File: config.mk
export PLATFORM = sky130hd
export DESIGN_NAME = if_fetch_flat
export DESIGN_NICKNAME = d
export VERILOG_FILES = /design/src/rtl/cpu_pkg.sv /design/src/rtl/if_fetch_if.sv /design/src/rtl/fetch_fifo.sv /design/src/rtl/if_fetch.sv /design/src/flat_wrapper.sv
export SDC_FILE = /design/constraint.sdc
export NUM_CORES = 1
export LEC_CHECK = 0
export CORE_ASPECT_RATIO = 1.4
export CORE_MARGIN = 4
export CORE_UTILIZATION = 35
export DETAILED_ROUTE_END_ITERATION = 10
export PLACE_DENSITY = 0.66
export SLEW_MARGIN = 10
export SYNTH_ARGS = -nofsm -noshare
export SYNTH_HDL_FRONTEND = slang
export SYNTH_SLANG_ARGS = --single-unit
File: constraint.sdc
create_clock -name clk_i -period 5.5 [get_ports clk_i]
set_input_delay 1.375 -clock clk_i [delete_from_list [all_inputs] [get_ports clk_i]]
set_output_delay 1.375 -clock clk_i [all_outputs]
set_load 0.005 [all_outputs]
File: src/rtl/cpu_pkg.sv
// Shared CPU front-end definitions: fetch FSM states, prefetch entry layout
// and architectural constants used by the fetch stage and its FIFO.
package cpu_pkg;

    localparam logic [31:0] NOP_INST         = 32'h0000_0000;
    localparam logic [31:0] RESET_PC_DEFAULT = 32'h0000_0000;

    typedef enum logic [1:0] {
        RESET,
        FETCH,
        DRAIN
    } fetch_state_e;

    typedef struct packed {
        logic [31:0] next_pc;
        logic [31:0] inst;
    } fetch_entry_t;

endpackage

File: src/rtl/if_fetch_if.sv
// Bundle of the fetch stage's instruction-memory handshake and IF/ID-facing
// signals; master is the fetch stage, slave is memory plus the pipeline.
interface if_fetch_if;

    logic        stall_i;
    logic        branch_i;
    logic [31:0] branchAddr_i;
    logic        imemReq_o;
    logic [31:0] imemAddr_o;
    logic        imemAck_i;
    logic [31:0] imemData_i;
    logic [31:0] inst_o;
    logic [31:0] nextPC_o;
    logic        instValid_o;
    logic        IFFlush_o;

    modport master (
        input  stall_i, branch_i, branchAddr_i, imemAck_i, imemData_i,
        output imemReq_o, imemAddr_o, inst_o, nextPC_o, instValid_o, IFFlush_o
    );

    modport slave (
        output stall_i, branch_i, branchAddr_i, imemAck_i, imemData_i,
        input  imemReq_o, imemAddr_o, inst_o, nextPC_o, instValid_o, IFFlush_o
    );

endinterface

File: src/rtl/fetch_fifo.sv
// Small circular prefetch buffer of {nextPC, inst} entries; flush beats
// push/pop, and a push into a full buffer is accepted only alongside a pop.
module fetch_fifo
    import cpu_pkg::*;
#(
    parameter int DEPTH = 2,
    parameter int CW    = $clog2(DEPTH + 1)
) (
    input  logic         clk_i,
    input  logic         start_i,
    input  logic         push_i,
    input  logic         pop_i,
    input  logic         flush_i,
    input  fetch_entry_t push_data_i,
    output fetch_entry_t head_o,
    output logic [CW-1:0] count_o
);

    localparam int PW = (DEPTH > 1) ? $clog2(DEPTH) : 1;

    fetch_entry_t  mem_q [DEPTH];
    fetch_entry_t  mem_d [DEPTH];
    logic [PW-1:0] rd_ptr_q, rd_ptr_d;
    logic [PW-1:0] wr_ptr_q, wr_ptr_d;
    logic [CW-1:0] count_q, count_d;
    logic          do_push, do_pop;

    function automatic logic [PW-1:0] ptr_inc(input logic [PW-1:0] p);
        return (p == PW'(DEPTH - 1)) ? '0 : p + PW'(1);
    endfunction

    always_comb begin
        mem_d    = mem_q;
        rd_ptr_d = rd_ptr_q;
        wr_ptr_d = wr_ptr_q;
        count_d  = count_q;
        do_pop   = pop_i && (count_q != '0);
        do_push  = push_i && ((count_q != CW'(DEPTH)) || do_pop);
        if (flush_i) begin
            rd_ptr_d = '0;
            wr_ptr_d = '0;
            count_d  = '0;
        end else begin
            if (do_push) begin
                mem_d[wr_ptr_q] = push_data_i;
                wr_ptr_d        = ptr_inc(wr_ptr_q);
            end
            if (do_pop) begin
                rd_ptr_d = ptr_inc(rd_ptr_q);
            end
            count_d = count_q + CW'(do_push) - CW'(do_pop);
        end
    end

    always_ff @(posedge clk_i) begin
        if (!start_i) begin
            for (int i = 0; i < DEPTH; i++) begin
                mem_q[i] <= '0;
            end
            rd_ptr_q <= '0;
            wr_ptr_q <= '0;
            count_q  <= '0;
        end else begin
            mem_q    <= mem_d;
            rd_ptr_q <= rd_ptr_d;
            wr_ptr_q <= wr_ptr_d;
            count_q  <= count_d;
        end
    end

    assign head_o  = mem_q[rd_ptr_q];
    assign count_o = count_q;

endmodule

File: src/rtl/if_fetch.sv
// Instruction-fetch stage: keeps one memory request in flight, buffers
// returned words in a prefetch FIFO and redirects on ID-resolved branches.
module if_fetch
    import cpu_pkg::*;
#(
    parameter logic [31:0] RESET_PC   = RESET_PC_DEFAULT,
    parameter int          FIFO_DEPTH = 2
) (
    input logic        clk_i,
    input logic        start_i,
    if_fetch_if.master bus
);

    localparam int            CW      = $clog2(FIFO_DEPTH + 1);
    localparam int            NW      = CW + 1;
    localparam logic [NW-1:0] DEPTH_N = NW'(FIFO_DEPTH);

    fetch_state_e  state_q, state_d;
    logic [31:0]   fetch_pc_q, fetch_pc_d;
    logic [31:0]   addr_q, addr_d;
    logic          req_q, req_d;

    logic          push, pop, flush;
    fetch_entry_t  push_data, head;
    logic [CW-1:0] count;
    logic [NW-1:0] count_next;
    logic          ack, inst_valid;
    logic [31:0]   target, addr_plus4;

    assign target     = {bus.branchAddr_i[31:2], 2'b00};
    assign addr_plus4 = addr_q + 32'd4;
    assign ack        = req_q && bus.imemAck_i;
    assign inst_valid = (count != '0);
    assign push_data  = {addr_plus4, bus.imemData_i};

    // A new request only launches when nothing is in flight (or it was just
    // acked), so imemAddr_o never moves under a pending request.
    always_comb begin
        state_d    = state_q;
        fetch_pc_d = fetch_pc_q;
        addr_d     = addr_q;
        req_d      = req_q;
        push       = 1'b0;
        pop        = 1'b0;
        flush      = 1'b0;
        count_next = {1'b0, count};
        case (state_q)
            RESET: begin
                state_d = FETCH;
                req_d   = 1'b1;
                addr_d  = fetch_pc_q;
                if (bus.branch_i) begin
                    flush      = 1'b1;
                    fetch_pc_d = target;
                    addr_d     = target;
                end
            end
            FETCH: begin
                if (bus.branch_i) begin
                    flush      = 1'b1;
                    fetch_pc_d = target;
                    if (req_q && !bus.imemAck_i) begin
                        state_d = DRAIN;
                    end else begin
                        req_d  = 1'b1;
                        addr_d = target;
                    end
                end else begin
                    push = ack;
                    pop  = inst_valid && !bus.stall_i;
                    if (ack) begin
                        fetch_pc_d = addr_plus4;
                    end
                    count_next = {1'b0, count} + NW'(push) - NW'(pop);
                    req_d      = (count_next < DEPTH_N);
                    if (req_d && (!req_q || ack)) begin
                        addr_d = fetch_pc_d;
                    end
                end
            end
            DRAIN: begin
                flush = bus.branch_i;
                if (bus.branch_i) begin
                    fetch_pc_d = target;
                end
                if (ack) begin
                    state_d = FETCH;
                    req_d   = 1'b1;
                    addr_d  = fetch_pc_d;
                end
            end
            default: begin
                state_d = RESET;
            end
        endcase
    end

    always_ff @(posedge clk_i) begin
        if (!start_i) begin
            state_q    <= RESET;
            fetch_pc_q <= RESET_PC;
            addr_q     <= RESET_PC;
            req_q      <= 1'b0;
        end else begin
            state_q    <= state_d;
            fetch_pc_q <= fetch_pc_d;
            addr_q     <= addr_d;
            req_q      <= req_d;
        end
    end

    fetch_fifo #(
        .DEPTH (FIFO_DEPTH),
        .CW    (CW)
    ) u_fifo (
        .clk_i       (clk_i),
        .start_i     (start_i),
        .push_i      (push),
        .pop_i       (pop),
        .flush_i     (flush),
        .push_data_i (push_data),
        .head_o      (head),
        .count_o     (count)
    );

    assign bus.imemReq_o   = req_q;
    assign bus.imemAddr_o  = addr_q;
    assign bus.instValid_o = inst_valid;
    assign bus.inst_o      = inst_valid ? head.inst : NOP_INST;
    assign bus.nextPC_o    = inst_valid ? head.next_pc : 32'h0;
    assign bus.IFFlush_o   = bus.branch_i;

endmodule

File: src/flat_wrapper.sv
// flat-port wrapper written by rule: the top's interface ports become plain ports
module if_fetch_flat import cpu_pkg::*;
#(
    parameter logic [31:0] RESET_PC   = RESET_PC_DEFAULT,
    parameter int          FIFO_DEPTH = 2
)
  (clk_i, start_i, bus_stall_i, bus_branch_i, bus_branchAddr_i, bus_imemAck_i, bus_imemData_i, bus_imemReq_o, bus_imemAddr_o, bus_inst_o, bus_nextPC_o, bus_instValid_o, bus_IFFlush_o);
  if_fetch_if bus_i ();
  input logic clk_i;
  input logic start_i;
  input wire logic [$bits(bus_i.stall_i)-1:0] bus_stall_i;
  input wire logic [$bits(bus_i.branch_i)-1:0] bus_branch_i;
  input wire logic [$bits(bus_i.branchAddr_i)-1:0] bus_branchAddr_i;
  input wire logic [$bits(bus_i.imemAck_i)-1:0] bus_imemAck_i;
  input wire logic [$bits(bus_i.imemData_i)-1:0] bus_imemData_i;
  output wire logic [$bits(bus_i.imemReq_o)-1:0] bus_imemReq_o;
  output wire logic [$bits(bus_i.imemAddr_o)-1:0] bus_imemAddr_o;
  output wire logic [$bits(bus_i.inst_o)-1:0] bus_inst_o;
  output wire logic [$bits(bus_i.nextPC_o)-1:0] bus_nextPC_o;
  output wire logic [$bits(bus_i.instValid_o)-1:0] bus_instValid_o;
  output wire logic [$bits(bus_i.IFFlush_o)-1:0] bus_IFFlush_o;
  assign bus_i.stall_i = bus_stall_i;
  assign bus_i.branch_i = bus_branch_i;
  assign bus_i.branchAddr_i = bus_branchAddr_i;
  assign bus_i.imemAck_i = bus_imemAck_i;
  assign bus_i.imemData_i = bus_imemData_i;
  assign bus_imemReq_o = bus_i.imemReq_o;
  assign bus_imemAddr_o = bus_i.imemAddr_o;
  assign bus_inst_o = bus_i.inst_o;
  assign bus_nextPC_o = bus_i.nextPC_o;
  assign bus_instValid_o = bus_i.instValid_o;
  assign bus_IFFlush_o = bus_i.IFFlush_o;
  if_fetch #(.RESET_PC(RESET_PC), .FIFO_DEPTH(FIFO_DEPTH)) u_core (.clk_i(clk_i), .start_i(start_i), .bus(bus_i));
endmodule
-- Word level (Yosys, flattened, before mapping)
Index checks and enable logic that the tools add are counted.
Widths: inputs -> output; s select.
- bits in registers: 199
- input bits: 69
- output and inout port bits: 99
- word-level logic and storage cells: 90
- add/subtract/negate cells: 7
- magnitude comparators: 4
- equal/unequal tests: 8
- multiplexer cells: 33
- bitwise gates (word level): 4
- reduce and logical (&&, ||, !) cells: 23
- operators with widths (kind ; number):
    $mux 32 ; 9
    $mux 64 ; 4
    $bwmux 128 ; 1
    $pmux 32 s3 ; 1
    $demux 64 s1 ; 1
    $pmux 32 s2 ; 1
    $add 32x3->32 const B ; 1
    $mux 1 ; 10
    $logic_and 1x1->1 ; 7
    $mux 2 ; 3
    $pmux 2 s3 ; 1
    $reduce_and 3->1 ; 2
    $reduce_or 2->1 ; 3
    $ge 2x2->1 const B ; 2
    $ne 2x1->1 const B ; 2
    $ne 2x2->1 const B ; 2
    $not 1->2 ; 2
    $reduce_and 4->1 ; 1
    $reduce_bool 2->1 ; 2
    $add 2x1->3 ; 1
    $logic_not 1->1 ; 3
    $lt 3x2->1 const B ; 1
    $ne 3x2->1 const B ; 1
    $ne 3x3->1 const B ; 1
    other kinds (14) ; 17

-- Longest topological paths before layout
Gate-level depths: netlist of the first run.
- depth after elaboration: 9
- depth in mapped cells: 15

-- Hierarchy
Synthesis of the first run repeated with hierarchy kept, for this count alone.
- cell total of the unflattened synthesis: 1260
- area total of the unflattened synthesis: 10749.1 um2
- modules (own cells, without submodules) (module ; instances ; cells each ; area an instance (um2) ; sequential area each (um2)):
    fetch_fifo ; 1 ; 578 ; 5773.0 ; 2642.5
    if_fetch ; 1 ; 682 ; 4976.0 ; 1341.3

-- Least setup slack after synthesis of the first run
No wires, ideal clock.
- path type: input-to-reg
- start point: input port bus_imemAck_i
- end point: register u_core.addr_q[13] (netlist: u_core.bus.imemAddr_o[13])
- library setup time: 0.128 ns
- data arrival time: 4.225 ns
- required time: 5.372 ns
- slack: 1.148 ns
- cell stages on the path: 14
- cells stage by stage: and2_1 -> clkbuf_1 -> clkinv_1 -> clkbuf_1 -> ha_1 -> nor2_1 -> fa_1 -> o21ai_0 -> a21o_1 -> clkbuf_1 -> clkbuf_1 -> o21ai_0 -> a22oi_1 -> nor2_1
- cells in the longest elaborated chain, start to end: 7
- RTL lines (element ; RTL line ; source):
    from (decl) ; flat_wrapper.sv:14 ; input wire logic [$bits(bus_i.imemAck_i)-1:0] bus_imemAck_i;
    $logic_and 1x1->1 ; if_fetch.sv:32 ; assign ack = req_q && bus.imemAck_i;
    $add 2x1->3 ; if_fetch.sv:74 ; count_next = {1'b0, count} + NW'(push) - NW'(pop);
    $sub 3x1->3 ; if_fetch.sv:74 ;
    $lt 3x2->1 ; if_fetch.sv:75 ; req_d = (count_next < DEPTH_N);
    $logic_and 1x1->1 ; if_fetch.sv:76 ; if (req_d && (!req_q || ack)) begin
    $ne 3x2->1 (no source line) ; n/a ;
    $reduce_and 4->1 (no source line) ; n/a ;
    to (signal assigned) ; if_fetch.sv:107 ; addr_q <= addr_d;
    to (decl) ; if_fetch.sv:20 ; logic [31:0] addr_q, addr_d;
Parallel ways exist; a longest one is shown, timed or not. The select of a mux whose other input is x is not followed.
A chain may end at the register's enable or synchronous reset.

-- Worst setup path in the final report of the first run
- start point: input port bus_imemAck_i
- end point: register u_core.addr_q[29] (netlist: u_core.bus.imemAddr_o[29])
The elaborated chain is that of the path after synthesis.

==> results of run 1 <==
[sequential cells by signal, summed over array words and instances (netlist names)]
| signal | cells |
|---|---|
| u_core.u_fifo.mem_q | 128 |
| u_core.bus.imemReq_o | 1 |
| u_core.bus.imemAddr_o | 32 |
| u_core.u_fifo.rd_ptr_q | 1 |
| u_core.state_q | 2 |
| u_core.u_fifo.count_o | 2 |
| u_core.fetch_pc_q | 32 |
| u_core.u_fifo.wr_ptr_q | 1 |
[stage by stage]
stage / util [%] / hold WS [ns] / cell area, um^2
finish: 44.8 / 0.453 / 12400
global route: 44.8 / 0.471 / 12400
CTS: 44.8 / 0.457 / 12400
detailed placement: 42.5 / 0.446 / 11800
global placement: 42.5 / 0.441 / 11800
floorplan: - / 0.436 / 9840
[placed cells by master (no fill, tap or decap), types with 4 or more instances in the layout]
| cell type | instances |
|---|---|
| o21ai_0 | 76 |
| o221ai_1 | 13 |
| xnor2_1 | 19 |
| nor3_1 | 13 |
| a221oi_1 | 12 |
| a21o_1 | 9 |
| and3_1 | 7 |
| clkdlybuf4s50_1 | 163 |
| dfxtp_1 | 198 |
| nand2b_1 | 8 |
| xor2_1 | 12 |
| nand3_1 | 20 |
| o211ai_1 | 9 |
| nand2_1 | 219 |
| a211o_1 | 5 |
| clkbuf_16 | 18 |
| o22ai_1 | 15 |
| inv_6 | 4 |
| a211oi_1 | 41 |
| a31oi_1 | 14 |
| a21oi_1 | 144 |
| a21boi_0 | 8 |
| a22oi_1 | 7 |
| o22a_1 | 4 |
| nand4_1 | 9 |
| nor4_1 | 5 |
| mux2i_1 | 70 |
| inv_1 | 15 |
| buf_4 | 23 |
| o31ai_1 | 6 |
| nor2_1 | 154 |
[final timing paths]
path	startpoint	endpoint	cells after the start	slack [ns]
worst max-delay path	bus_imemAck_i	u_core.bus.imemAddr_o[29]	12	1.31
worst min-delay path	u_core.u_fifo.mem_q[96]	u_core.u_fifo.mem_q[96]	2	0.45
worst max register to register	u_core.u_fifo.count_o[1]	u_core.bus.imemAddr_o[29]	11	2.28
worst min register to register	u_core.u_fifo.mem_q[96]	u_core.u_fifo.mem_q[96]	2	0.45
[where the power goes]
group          leakage [uW]  switching [uW]  internal [uW]  total, uW
sequential          0.00162            69.3           1490       1560
combinational       0.00199             221            184        405
clock              0.000304             593            724       1320
total               0.00392             883           2400       3290
[per-layer routing]
layer,share of wire [%],up-vias
met4,2.7,0
met3,5.8,46
met5,0,-
li1,-,4696
met1,42,4552
met2,49,349
[logic make-up (layout without fill, tap and decap cells)]
group	count (synthesis)	count (layout)	synth area share (%)
flip-flops	199	199	40.5
multiplexers	73	73	7.46
buffers and inverters	125	239	4.92
AND/OR/NAND/NOR	455	455	19.4
AO/OA/AOI/OAI	386	386	24.4
XOR/XNOR	31	31	2.76
adder cells (fa/ha/maj)	4	4	0.585
[final cells by class]
class                      instances  area [um^2]  area share, %
clock buffer                      19          464           3.75
clock inverter                    13          156           1.26
inverter                          17         66.3          0.536
multi-input combinational        949         5390           43.5
sequential                       199         3990           32.2
tap                              370          463           3.74
timing repair buffer             190         1850           15.0
[cell usage after synthesis, drive strengths merged (2+ instances only)]
cell type / count
nand2: 219
dfxtp: 199
nor2: 155
a21oi: 144
clkbuf: 87
o21ai: 77
mux2i: 70
a211oi: 41
buf: 21
nand3: 20
xnor2: 19
inv: 15
o22ai: 15
a31oi: 14
nor3: 13
o221ai: 13
a221oi: 12
xor2: 12
nand4: 10
a21o: 9
o211ai: 9
a21boi: 8
and3: 8
nand2b: 8
a22oi: 7
nor4: 6
o31ai: 6
a211o: 5
o22a: 4
a221o: 3
and2: 3
ha: 3
mux2: 3
nor2b: 3
o21a: 3
or3: 3
or4: 3
a311oi: 2
a32oi: 2
clkinv: 2
o2111a: 2
[critical path, stage by stage]
cell and delay [ns]:
clkdlybuf4s50_1 0.52, and2_1 0.19, clkinv_1 0.11, ha_1 0.29, nor2_1 0.12, fa_1 0.45, o21ai_0 0.44, a21oi_1 0.16
buf_4 0.24, a221o_1 0.27, a211oi_1 0.22, a31oi_1 0.12
==> results by group, run 1 <==
Status
  • Outcome: finished, final reports clean

Placed design
  • Post-detail-place hpwl: 21200 um
  • Pre-CTS setup slack: 0.911 ns
  • GP Congestion: roughly 0.88
  • Port buffer count: 165
  • Placed Cells incl. Taps: between 1500 and 2000

Clock tree
  • CTS tree: done
  • Clock transition at path regs: 0.08 ns
  • H-Tree Depth: 4
  • Post-cts hold buffer count: 0
  • # Post-CTS Setup Buffers: 0
  • Worst skew pair latency: 0.44 ns
  • Root buf cell: clkbuf_16
  • Cts bufs inserted: 17
  • Clock sinks: 199
  • # resized after CTS: 0
  • Clock Tree Buf Depth: 2

Timing
  • Final Cycle Share: 76.2%
  • Max-slew headroom: 32.7%
  • Hold Violations, Final: 0
  • Minimum clock period: 4.19 ns
  • Final-report setup violation count: 0
  • Worst-Margin Slew: 1.01 ns
  • RSZ-0062 raised after global routing: no
  • Final Max Tran Viols: 0
  • Max Clk Rate: 0.239 GHz
  • Final setup margin: about 1.3 ns
  • Setup Total Neg Slack: 0 ns
  • Worst Skew: 0.0134 ns

Synth
  • Post-synth top flop: dfxtp_1
  • Sequential cell area fraction in the yosys report: about two fifths
  • #FFs+latches synth: 199
  • Area share of the largest cell type after synthesis: 40.5%
  • Yosys Warn Count: 0
  • Synth Cell Area: 0.00984 mm^2
  • Syn Inst Count: 1273
  • Post-Synthesis Mean Instance Area: approximately 7.7 um^2
  • Yosys top cell by area: dfxtp_1
  • Synth area leaders: dfxtp_1, nand2_1, a21oi_1, mux2i_1, nor2_1
  • Fraction of registers with async set/reset: 0%
  • Post-synth EDFFs: 0
  • Syn Nets: 1346
  • Cell variety after synth: 65

Global route
  • Met3 Use GR: 3.29%
  • All-Layer GR Usage: about a fifth
  • Vias in the first global route: around 9300
  • First-pass GRT wire length: between 40000 and 50000 um
  • Largest net degree at the start of global routing: 84
  • Global routing's busiest layer: met2
  • Initial antenna violation count: 0
  • Routing usage on met1: 24.9%
  • Met2 Use GR: between 30% and 40%
  • GR Overflow Total: 0

Routing
  • WL per Instance: roughly 18 um
  • Via Count: a little under 10000
  • Drt pass-1 iters: 6
  • Routed Antenna Nets: 0
  • Drt drc: 0
  • Vias/cell: ~5.5
  • WL final: 31300 um
  • Initial DRC Count: 750

Finish
  • Layout Cells excl Fill: 1757
  • Antenna Cells: 0
  • Share of layout cells above drive strength 1: 5.62%
  • Fill count: 2862
  • Nets: around 1400
  • Area delta synth->final: 25.8%

Pwr
  • Worst vdd ir: 209 uV
  • Static leakage: just under 0.004 uW
  • Power density over the cells: 265 mW/mm^2
  • Total power: about 3300 uW

Job
  • Max-cap violations: 0

Worst setup path
  • Worst-path maximum fanout: 15
  • Worst setup EP type: flop
  • WP data arrival: 4.51 ns
  • Setup Crit Path Kind: input port to flop
  • Startpoint types: input port
  • CP required: between 5 and 6 ns

Die
  • Starting Density: 35.6%
  • Die footprint: 0.0309 mm^2
  • Die Height: 206 um
  • Core area: 0.0277 mm^2
  • # IOs: 168
  • Die Width: 150 um
  • Row count: 72

Min path
  • HP Class: flop to flop
Note: power is estimated with default switching activity, not from simulation.
==> run 2, diff against run 1 <==
clock period = 3.9 ns   (was 5.5 ns; I/O delays follow)
==> results by group, run 2 (same netlist as run 1, synthesis figures left out) <==
Finish
  • Top reg by flops: u_core.u_fifo.mem_q
  • Max FFs per register: 128 (unchanged)
  • Fill count: 2797 (-2.3%)
  • Nets: 1460 (+0.90%)
  • Register Area: 0.00399 mm^2 (unchanged)
  • Share of layout cells above drive strength 1: 6.50% (+0.88 points)
  • Layout Cells excl Fill: 1770 (+0.74%)
  • Commonest non-fill, non-tap cell in the layout: nand2_1
  • Antenna Cells: 0 (unchanged)
  • Most frequent cells in the layout: nand2_1, dfxtp_1, clkdlybuf4s50_1
  • Multi-input logic area: 0.00539 mm^2 (unchanged)
  • Final instance area: 0.0125 mm^2 (+1.2%)
  • Area delta synth->final: 27.3%

Timing
  • Max-slew headroom: 33.1% (+0.41 points)
  • Max Clk Rate: approximately 0.29 GHz
  • Worst-Margin Slew: 0.994 ns (-0.0154 ns)
  • Final-report setup violation count: 0 (unchanged)
  • Final Cycle Share: 87.3%
  • Setup Total Neg Slack: 0 ns (unchanged)
  • RSZ-0062 raised after global routing: no
  • Minimum clock period: 3.40 ns
  • Worst Skew: 0.0141 ns (+0.000682 ns)
  • Hold Violations, Final: 0 (unchanged)
  • Final Max Tran Viols: 0 (unchanged)

Worst setup path
  • WP data arrival: 3.73 ns (-0.78 ns)
  • Setup Crit Path Kind: input port to flop
  • Startpoint types: input port
  • Worst-path maximum fanout: 8 (-7)
  • CP required: 4.22 ns (-1.60 ns)
  • Worst setup EP type: flop

Pwr
  • Worst vdd ir: 280 uV (+34%)
  • Power density over the cells: 371 mW/mm^2 (+40%)
  • Static leakage: 0.00400 uW (+2.0%)

Clock tree
  • # Post-CTS Setup Buffers: 0 (unchanged)
  • H-Tree Depth: 4 (unchanged)
  • CTS tree: done
  • Post-cts hold buffer count: 0 (unchanged)
  • Cts bufs inserted: 17 (unchanged)
  • Root buf cell: clkbuf_16
  • Clock Tree Buf Depth: 2 (unchanged)
  • Worst skew pair latency: 0.44 ns (about the same)
  • Clock transition at path regs: 0.07 ns (about the same)
  • # resized after CTS: 0 (unchanged)
  • Clock sinks: 199 (unchanged)

Global route
  • Initial antenna violation count: 0 (unchanged)
  • GR Overflow Total: 0 (unchanged)
  • All-Layer GR Usage: 20.0% (-0.16 points)
  • Vias in the first global route: 9317 (+0.30%)
  • First-pass GRT wire length: 49300 um (-0.97%)
  • Largest net degree at the start of global routing: 68 (-19%)

Routing
  • Routed Antenna Nets: 0 (unchanged)
  • Via Count: 9848 (+2.1%)
  • WL per Instance: 17.8 um (-0.17%)
  • Drt drc: 0 (unchanged)
  • WL final: 31500 um (+0.57%)
  • Initial DRC Count: 911 (+21%)
  • Drt pass-1 iters: 6 (unchanged)
  • Vias/cell: 5.56 (+1.4%)

Die
  • Die Height: 206 um (unchanged)
  • Core area: 0.0277 mm^2 (unchanged)
  • Row count: 72 (unchanged)
  • Starting Density: 35.6% (unchanged)
  • # IOs: 168 (unchanged)
  • Die Width: 150 um (unchanged)
  • Die footprint: 0.0309 mm^2 (unchanged)

Job
  • Max-cap violations: 0 (unchanged)

Status
  • Outcome: finished, final reports clean

Placed design
  • Placed Cells incl. Taps: 1738 (+0.75%)
  • Post-detail-place hpwl: 21700 um (+2.4%)
  • Dpl cell area: 0.0119 mm^2 (+1.1%)
  • Port buffer count: 165 (unchanged)
  • GP Congestion: 0.895 (+1.6%)

Min path
  • HP Class: flop to flop
[run 2: changes by cell type in the layout (fill, tap and decap cells not counted), sizes merged]
cell    change
inv         -4
clkinv      +4
buf        +13
[run 2: path summary, 6_finish.rpt]
kind,end,slack [ns],depth (start not counted),from
setup / recovery,u_core.bus.imemAddr_o[29],0.50,12,bus_stall_i
hold / removal,u_core.u_fifo.mem_q[92],0.45,2,u_core.u_fifo.mem_q[92]
setup reg to reg,u_core.bus.imemAddr_o[31],0.94,6,u_core.bus.imemAddr_o[16]
hold reg to reg,u_core.u_fifo.mem_q[92],0.45,2,u_core.u_fifo.mem_q[92]
[run 2: worst max-delay path: stages]
cell	delay (ns)
clkdlybuf4s50_1	0.57
nor2_1	0.07
buf_4	0.16
ha_1	0.26
nor2_1	0.12
fa_1	0.44
o21ai_1	0.22
a21oi_1	0.09
buf_4	0.19
a221o_1	0.26
a211oi_1	0.25
a31oi_1	0.11
[run 2: area by class of cell]
cell class	instances	area share (%)
Multi-Input combinational cell	949	43.0
Sequential cell	199	31.8
Timing Repair Buffer	203	15.9
Clock buffer	19	3.71
Tap cell	370	3.70
Clock inverter	13	1.32
Inverter	17	0.529
[run 2: through the flow]
stage	hold WS, ns	utilization [%]	setup slack [ns]	power (uW)
floorplan	0.436	-	0.0408	2550
global placement	0.441	43.0	0.0693	2820
detailed placement	0.446	43.0	0.0380	2830
CTS	0.456	45.3	0.511	4690
global route	0.469	45.3	0.378	4840
finish	0.453	45.3	0.497	4650
[run 2: routing by layer]
| metal | vias to the layer above | GRT usage (%) | routed length [um] |
|---|---|---|---|
| li1 | 4713 | - | - |
| met1 | 4629 | 23.9 | 12800 |
| met2 | 418 | 33.7 | 15200 |
| met3 | 88 | 4.21 | 2090 |
| met4 | 0 | 10.3 | 1300 |
| met5 | - | 0 | 0 |
[run 2: report_power, final]
part           internal [uW]  switching [uW]
combinational            269             324
sequential              2110            94.1
clock                   1020             834
